==> src/rtl/pipe_ctl_pkg.sv <==
// Shared definitions for the pipeline stall/flush control slice.
//   state_t    : sequencer state encoding (RUN, DMISS, IMISS, ERR)
//   CNT_W_DEF  : default width of the miss-wait counter
package pipe_ctl_pkg;

    localparam int unsigned CNT_W_DEF = 8;

    typedef enum logic [1:0] {
        ST_RUN   = 2'd0,
        ST_DMISS = 2'd1,
        ST_IMISS = 2'd2,
        ST_ERR   = 2'd3
    } state_t;

endpackage

==> src/rtl/pipe_load_use.sv <==
// Combinational load-use hazard detector.
// Flags a hazard when the load in ID/EX writes a register (other than r0)
// that the instruction in IF/ID reads as rs or rt.
//   i_idex_memread : ID/EX holds a load
//   i_idex_rt      : load destination register
//   i_ifid_rs      : rs of the IF/ID instruction
//   i_ifid_rt      : rt of the IF/ID instruction
//   o_hazard       : one bubble must be inserted this cycle
module pipe_load_use (
    input  logic       i_idex_memread,
    input  logic [4:0] i_idex_rt,
    input  logic [4:0] i_ifid_rs,
    input  logic [4:0] i_ifid_rt,
    output logic       o_hazard
);

    assign o_hazard = i_idex_memread && (i_idex_rt != 5'd0) &&
                      ((i_idex_rt == i_ifid_rs) || (i_idex_rt == i_ifid_rt));

endmodule

==> src/rtl/pipe_stall_ctl.sv <==
// Stall/flush sequencer for the 5-stage pipeline. Produces per-stage capture
// enables and bubble controls from cache-hit, load-use and branch inputs, and
// waits out I-cache/D-cache misses under a timeout watchdog.
// Outputs are combinational from state and inputs: they settle after posedge
// and are sampled by the pipeline registers at negedge.
//
// Ports:
//   clk, rstn                      clock, async active-low reset
//   i_icache_hit / i_dcache_hit    cache hit indications
//   i_dmem_access                  EX/MEM holds a load or store
//   i_idex_memread, i_idex_rt      load in ID/EX and its destination
//   i_ifid_rs, i_ifid_rt           source registers of IF/ID instruction
//   i_branch_taken                 branch resolved taken in MEM
//   o_*_en                         stage capture enables
//   o_*_flush                      bubble insertion controls
//   o_state, o_err                 current state, sticky timeout flag
// Optional macro PIPE_STALL_PERF_EN adds o_perf_dmiss, o_perf_imiss and
// o_perf_lu stall-cycle counters (32-bit, wrapping).
//
// state | meaning
// RUN   | normal issue; load-use bubbles and branch flushes handled here
// DMISS | waiting for D-cache, whole pipeline frozen
// IMISS | waiting for I-cache, bubbles fed into IF/ID, older stages drain
// ERR   | a miss exceeded MISS_TIMEOUT; frozen until reset
module pipe_stall_ctl
    import pipe_ctl_pkg::*;
#(
    parameter int unsigned MISS_TIMEOUT = 255,
    parameter int unsigned CNT_W        = CNT_W_DEF
) (
    input  logic       clk,
    input  logic       rstn,
    input  logic       i_icache_hit,
    input  logic       i_dcache_hit,
    input  logic       i_dmem_access,
    input  logic       i_idex_memread,
    input  logic [4:0] i_idex_rt,
    input  logic [4:0] i_ifid_rs,
    input  logic [4:0] i_ifid_rt,
    input  logic       i_branch_taken,
    output logic       o_pc_en,
    output logic       o_ifid_en,
    output logic       o_idex_en,
    output logic       o_exmem_en,
    output logic       o_memwb_en,
    output logic       o_ifid_flush,
    output logic       o_idex_flush,
    output logic       o_exmem_flush,
    output logic [1:0] o_state,
    output logic       o_err
`ifdef PIPE_STALL_PERF_EN
    ,
    output logic [31:0] o_perf_dmiss,
    output logic [31:0] o_perf_imiss,
    output logic [31:0] o_perf_lu
`endif
);

    localparam logic [CNT_W-1:0] TMO_M1  = CNT_W'(MISS_TIMEOUT - 1);
    localparam logic [CNT_W-1:0] CNT_ONE = CNT_W'(1);
    localparam logic [CNT_W-1:0] CNT_MAX = '1;

    state_t           state_q, state_d;
    logic [CNT_W-1:0] cnt_q, cnt_d, cnt_sat;
    logic             lu_hazard;
    logic             dmiss;

    pipe_load_use u_load_use (
        .i_idex_memread (i_idex_memread),
        .i_idex_rt      (i_idex_rt),
        .i_ifid_rs      (i_ifid_rs),
        .i_ifid_rt      (i_ifid_rt),
        .o_hazard       (lu_hazard)
    );

    assign dmiss   = i_dmem_access && !i_dcache_hit;
    assign cnt_sat = (cnt_q == CNT_MAX) ? cnt_q : cnt_q + CNT_ONE;

    always_ff @(posedge clk or negedge rstn) begin
        if (!rstn) begin
            state_q <= ST_RUN;
            cnt_q   <= '0;
        end else begin
            state_q <= state_d;
            cnt_q   <= cnt_d;
        end
    end

    always_comb begin
        state_d       = state_q;
        cnt_d         = cnt_q;
        o_pc_en       = 1'b1;
        o_ifid_en     = 1'b1;
        o_idex_en     = 1'b1;
        o_exmem_en    = 1'b1;
        o_memwb_en    = 1'b1;
        o_ifid_flush  = 1'b0;
        o_idex_flush  = 1'b0;
        o_exmem_flush = 1'b0;

        unique case (state_q)
            ST_RUN, ST_IMISS: begin
                if (dmiss) begin
                    {o_pc_en, o_ifid_en, o_idex_en, o_exmem_en, o_memwb_en} = 5'b0;
                    state_d = ST_DMISS;
                    cnt_d   = '0;
                end else if (i_branch_taken) begin
                    // Taken branch abandons any pending I-miss.
                    {o_ifid_flush, o_idex_flush, o_exmem_flush} = 3'b111;
                    state_d = ST_RUN;
                end else if (!i_icache_hit) begin
                    o_pc_en      = 1'b0;
                    o_ifid_flush = 1'b1;
                    if (state_q == ST_RUN) begin
                        state_d = ST_IMISS;
                        cnt_d   = '0;
                    end else begin
                        cnt_d = cnt_sat;
                        if (cnt_q >= TMO_M1) state_d = ST_ERR;
                    end
                end else if (lu_hazard) begin
                    o_pc_en      = 1'b0;
                    o_ifid_en    = 1'b0;
                    o_idex_flush = 1'b1;
                    state_d      = ST_RUN;
                end else begin
                    state_d = ST_RUN;
                end
            end
            ST_DMISS: begin
                if (i_dcache_hit) begin
                    // A branch held behind the miss resolves on the release cycle.
                    if (i_branch_taken) begin
                        {o_ifid_flush, o_idex_flush, o_exmem_flush} = 3'b111;
                    end
                    state_d = ST_RUN;
                end else begin
                    {o_pc_en, o_ifid_en, o_idex_en, o_exmem_en, o_memwb_en} = 5'b0;
                    cnt_d = cnt_sat;
                    if (cnt_q >= TMO_M1) state_d = ST_ERR;
                end
            end
            ST_ERR: begin
                {o_pc_en, o_ifid_en, o_idex_en, o_exmem_en, o_memwb_en} = 5'b0;
            end
        endcase

        // Pipeline frozen while reset is held.
        if (!rstn) begin
            {o_pc_en, o_ifid_en, o_idex_en, o_exmem_en, o_memwb_en} = 5'b0;
            {o_ifid_flush, o_idex_flush, o_exmem_flush}             = 3'b0;
        end
    end

    assign o_state = state_q;
    assign o_err   = (state_q == ST_ERR);

`ifdef PIPE_STALL_PERF_EN
    logic [31:0] perf_dmiss_q, perf_imiss_q, perf_lu_q;
    logic        dmiss_cyc, imiss_cyc, lu_cyc;

    // Stall kinds are recognised from the control pattern they produce.
    assign dmiss_cyc = (state_q != ST_ERR) && !o_pc_en && !o_memwb_en;
    assign imiss_cyc = o_ifid_flush && !o_pc_en;
    assign lu_cyc    = o_idex_flush && !o_ifid_en;

    always_ff @(posedge clk or negedge rstn) begin
        if (!rstn) begin
            perf_dmiss_q <= '0;
            perf_imiss_q <= '0;
            perf_lu_q    <= '0;
        end else begin
            if (dmiss_cyc) perf_dmiss_q <= perf_dmiss_q + 32'd1;
            if (imiss_cyc) perf_imiss_q <= perf_imiss_q + 32'd1;
            if (lu_cyc)    perf_lu_q    <= perf_lu_q + 32'd1;
        end
    end

    assign o_perf_dmiss = perf_dmiss_q;
    assign o_perf_imiss = perf_imiss_q;
    assign o_perf_lu    = perf_lu_q;
`endif

endmodule

==> config.mk <==
export PLATFORM = sky130hd
export DESIGN_NAME = pipe_stall_ctl
export DESIGN_NICKNAME = d
export VERILOG_FILES = /design/src/rtl/pipe_ctl_pkg.sv /design/src/rtl/pipe_load_use.sv /design/src/rtl/pipe_stall_ctl.sv
export SDC_FILE = /design/constraint.sdc
export NUM_CORES = 1
export LEC_CHECK = 0
export ABC_AREA = 1
export ABC_CLOCK_PERIOD_IN_PS = 1700
export CORE_MARGIN = 1
export CORE_UTILIZATION = 46
export CTS_CLUSTER_DIAMETER = 200
export DETAILED_ROUTE_END_ITERATION = 16
export PLACE_DENSITY = 0.81
export SYNTH_ARGS = -nofsm -noshare
export SYNTH_HDL_FRONTEND = slang
export SYNTH_SLANG_ARGS = --single-unit
==> constraint.sdc <==
create_clock -name clk -period 1.7 [get_ports clk]
set_clock_uncertainty 0.05 [all_clocks]
set_input_delay 0.17 -clock clk [delete_from_list [all_inputs] [get_ports clk]]
set_output_delay 0.17 -clock clk [all_outputs]
set_load 0.05 [all_outputs]
; ---- Word-level counts from Yosys, hierarchy flattened
; Index checks and enable logic that the tools add are counted.
[classes]
reduce_logical = 10
shifts = 0
magnitude_cmp = 1
n_mux = 45
add_sub_neg = 1
bitwise = 0
div = 0
mul = 0
eq_ne = 9
[ops]
columns = op, count
row1 = 8-bit two-way mux, 6
row2 = 1-bit two-way mux, 25
row3 = 8-bit one-hot mux with 2 select lines, 1
row4 = 2-bit two-way mux, 6
row5 = 5-bit equality test, 2
row6 = 1-bit one-hot mux with 3 select lines, 3
row7 = "8-bit by 1-bit adder with 8-bit output, second input constant", 1
row8 = "8-bit equality test, second input constant", 1
row9 = "8-bit >= comparator, second input constant", 1
row10 = "3-bit != test, second input constant", 2
row11 = 1-bit one-hot mux with 2 select lines, 3
row12 = 5-bit nonzero test, 1
row13 = "2-bit equality test, second input constant", 2
row14 = 2-bit one-hot mux with 2 select lines, 1
row15 = 4-bit AND reduction, 1
row16 = 1-bit logical AND, 3
row17 = "2-bit by 1-bit equality test with 1-bit output, second input constant", 1
row18 = 2-bit zero test, 1
row19 = "2-bit != test, second input constant", 1
row20 = 2-bit nonzero test, 1
row21 = 2-bit OR reduction, 1
row22 = 1-bit zero test, 1
row23 = 1-bit logical OR, 1
[totals]
latchBits = 0
in_bits = 22
wordCells = 68
n_memories = 0
register_bits = 10
mem_bits_ro = 0
mem_bits_rw = 0

; ---- Longest topological paths before layout
[depth]
word_depth = 9
ltp_mapped = 10

; ---- Modules after synthesis
; A second synthesis with hierarchy kept.
[unflattened]
hier_cells = 174
area_unflattened_um2 = 1048.5
[modules_own_cells]
columns = module, cells_per_inst, n_inst, seq_area_each_um2, area_each_um2
row1 = pipe_stall_ctl, 129, 1, 250.2, 853.3
row2 = pipe_load_use, 45, 1, 0.0, 195.2

; ---- Worst setup path after synthesis
; No wires, ideal clock.
[synth_path]
path_type = register to output
startpoint = reg state_q[0], in the netlist o_state[0]
endpoint = out o_pc_en
path_stages_with_launch = 7
t_arrival_ps = 2123
setup_slack_ps = -643
n_path_buf = 0
path_cell_list = dfrtp_1 inv_2 nor2_4 nand2_1 a21oi_2 nand3_1 nand2_1
[synth_between]
elab_chain_cells = 4
[synth_lines]
columns = element, line_no
row1 = start: declaration, pipe_stall_ctl.sv:63  ; state_t state_q, state_d;
row2 = start signal: assignment, pipe_stall_ctl.sv:84  ; state_q <= state_d;
row3 = 2-bit equality test / 2-bit zero test (equally long branches), pipe_stall_ctl.sv:101  ; unique case (state_q)
row4 = 2-bit OR reduction, pipe_stall_ctl.sv:101
row5 = 1-bit one-hot mux with 3 select lines *, pipe_stall_ctl.sv:101
row6 = 1-bit two-way mux *, pipe_stall_ctl.sv:149  ; if (!rstn) begin
row7 = end: declaration, pipe_stall_ctl.sv:41  ; output logic o_pc_en,
; Every way passes the cells marked *; elsewhere a longest branch is shown, timed or not.

; ---- Worst setup path after layout
[layout_path]
startpoint = reg state_q[1], in the netlist o_state[1]
endpoint = out o_ifid_flush
[layout_between]
elab_chain_cells = 4
[layout_lines]
columns = element, line_no
row1 = 2-bit equality test / 2-bit zero test (equally long branches), pipe_stall_ctl.sv:101
row2 = 2-bit OR reduction, pipe_stall_ctl.sv:101
row3 = 1-bit one-hot mux with 2 select lines *, pipe_stall_ctl.sv:101
row4 = 1-bit two-way mux *, pipe_stall_ctl.sv:149
row5 = end: declaration, pipe_stall_ctl.sv:46  ; output logic o_ifid_flush,
; Marked as above.

==> impl_metrics.py <==
metrics = {
    "clocking": {
        "htree_levels": 1,
        "holdBufCountCts": 0,
        "tritoncts": "yes",
        "cts_root_buffer": "clkbuf_4",
        "cts.sinks": 10,
        "clkLatencyLatePin_ns": 0.27,
        "cts_buffers": 3,
        "clk_pin_slew_ns": 0.07,
        "clockBufferDepth": 2,
    },
    "critical_path": {
        "crit_chain": "nor2_4 > nand2_4 > a21oi_2 > nand2_2 > o31ai_4 > buf_12",
        "path_max_fanout": 4,
        "end_kind": "primary output",
        "arrival_ns": 1.47,
        "cp_slowest_cell": "dfrtp_2",
        "ff2ff_path_depth": 8,
        "slowest_delay_ns": 0.45,
        "crit_required_ns": 1.48,
        "cpLargestDelayFamily": "flip-flops",
        "crit_cells": 6,
        "worstSetupPathType": "reg -> out",
        "critPathLaunchType": "flop",
        "critPathBufInv": 1,
    },
    "drt": {
        "drt-met1-wl_um": 1270,
        "dr.max_layer_used": "met4",
        "dr.pass1.iters": 4,
        "route.met3.wl_um": 92,
        "met2WireLength_um": 1690,
        "routed_wl_um": 3170,
        "vias": 1217,
        "drc_errors": 0,
        "routedWlPerCell_um": 13.2,
        "routed_via_density": 5.09,
        "ant_nets": 0,
        "drt_iter0_drc": 17,
    },
    "synth": {
        "ys_seq_elements": 10,
        "postSynthCellCount": 164,
        "yosysSeqAreaShare_pct": 24.2,
        "synth_cell_types": 24,
        "synthesis.area_mm2": 0.00104,
        "ys_warn_count": 0,
        "synthesis.nets": 188,
        "synth.avg_cell_area_um2": 6.32,
    },
    "sta": {
        "period_needed_ns": 1.69,
        "rsz0062_at_grt": "true",
        "fin_setup_tns_ns": 0,
        "maxSlewHeadroom_pct": 79.4,
        "setup_viol": 0,
        "max_freq_mhz": 591,
        "worst_pin_slew_ns": 0.308,
        "report.final.hold_viol_count": 0,
        "drv_slew": 0,
        "fin_crit_sh_pct": 99.5,
    },
    "hold_path": {
        "hold_class": "in -> async",
    },
    "cells_and_area": {
        "synthToLayoutAreaGrowth_pct": 61.4,
        "finalInstanceArea_mm2": 0.00167,
        "most-common-layout-cells": "nand2_1 (35), inv_1 (30), buf_4 (17)",
        "final_common_cell": "nand2_1",
        "antennaDiodeCount": 0,
        "final_util_pct": 81.9,
        "drive_gt1_share_pct": 31.1,
        "nets": 237,
    },
    "die": {
        "dieArea_mm2": 0.00245,
        "die_w_um": 49.5,
        "start_util_pct": 50.7,
        "core_mm2": 0.00204,
        "die_h_um": 49.5,
        "rows": 16,
        "ios": 33,
    },
    "grt": {
        "antenna_found_initial": 0,
        "grt.overflow.total": 0,
        "grt_first_pass_wirelength_um": 4920,
        "grt_max_degree": 11,
        "grt_pass1_vias": 1175,
        "grt_usage_pct": 26.4,
    },
    "place": {
        "place_area_mm2": 0.00157,
        "portBuffers": 32,
        "gpl.final_weighted_congestion": 0.915,
        "hpwlAfterDp_um": 2380,
    },
    "power": {
        "p_leak_nw": 0.900,
        "power_w": 0.000549,
        "vdd_ir_drop_max_mv": 0.458,
        "power_density_mw_per_mm2": 328,
    },
    "job": {
        "max_cap_violations": 0,
    },
    "run_status": {
        "outcome": "finished, final reports clean",
    },
}
==> worst register-to-register path, delay by kind of cell, from the launching register on <==
kind	cells	cell delay, ns
and+or+nand+nor	4	0.39
DFF	1	0.45
buffers and inverters	3	0.42
AOI/OAI and AO/OA	1	0.10
==> report_power, final <==
part	leakage, nW	switching (W)	internal (W)
sequential	0.0973	0	0.000238
combinational	0.788	0.0000681	0.0000660
clock	0.0150	0.0000862	0.0000909
==> through the flow <==
step,worst slack (ns),instances,hold slack [ns]
6_report,0.00839,239,0.318
3_3_place_gp,-0.0377,230,0.498
2_1_floorplan,-0.100,164,-0.176
4_1_cts,0.00123,236,0.309
5_1_grt,-0.0518,239,0.334
3_5_place_dp,-0.0983,230,0.533
==> flip-flops by register name, summed over array words and instances, names as in the netlist <==
| name | count |
|---|---|
| cnt_q | 8 |
| o_state | 2 |
==> kinds of logic after synthesis <==
family / synth area share (%)
simple gates: 43.1
fa+ha+maj: 2.42
buf+inv: 14.1
flops: 24.2
compound gates: 12.8
xor+xnor: 3.38
==> cell type report <==
type                            count  area (um^2)
Fill cell                         155          370
Sequential cell                    10          253
Inverter                           35          134
Timing Repair Buffer               46          510
Tap cell                           27         33.8
Multi-Input combinational cell    117          714
Clock buffer                        4         26.3
==> routing by layer <==
metal | GRT usage, % | vias up
met5 | 0 | -
met4 | 8.10 | 0
met3 | 4.94 | 14
met2 | 51.6 | 36
met1 | 28.2 | 567
li1 | - | 600
==> worst paths after layout <==
kind	start	to	slack, ns
max in group asynchronous	rstn	o_state[1]$_DFFE_PN0N_	1.12
max	o_state[1]$_DFFE_PN0N_	o_ifid_flush	0.008
min	rstn	o_state[0]$_DFFE_PN0N_	0.32
max reg2reg	o_state[1]$_DFFE_PN0N_	cnt_q[7]$_DFFE_PN0P_	0.17
min in group clk	i_dmem_access	o_state[1]$_DFFE_PN0N_	0.51
min reg2reg	cnt_q[2]$_DFFE_PN0P_	cnt_q[2]$_DFFE_PN0P_	0.53
==> cell usage after synthesis (all sizes together) <==
library cell	count	area share, %
inv	35	13
xnor2	2	1.7
o31ai	1	0.72
dfrtp	10	24
nand2	52	22
o22ai	2	2.4
nand3	16	8.7
nor2	19	11
o211ai	1	0.72
nand4	3	1.8
xor2	2	1.7
o21ai	12	6.2
ha	2	2.4
buf	2	1.4
a21oi	5	2.8
==> repair_timing <==
action / 4_1_cts / 5_1_grt
pin swaps: 8 / 12
setup buffers: 2 / 3
endpoints found under the setup margin: 8 / 8
gates resized for setup: 14 / 11
Power figures use the tool's default switching activity.
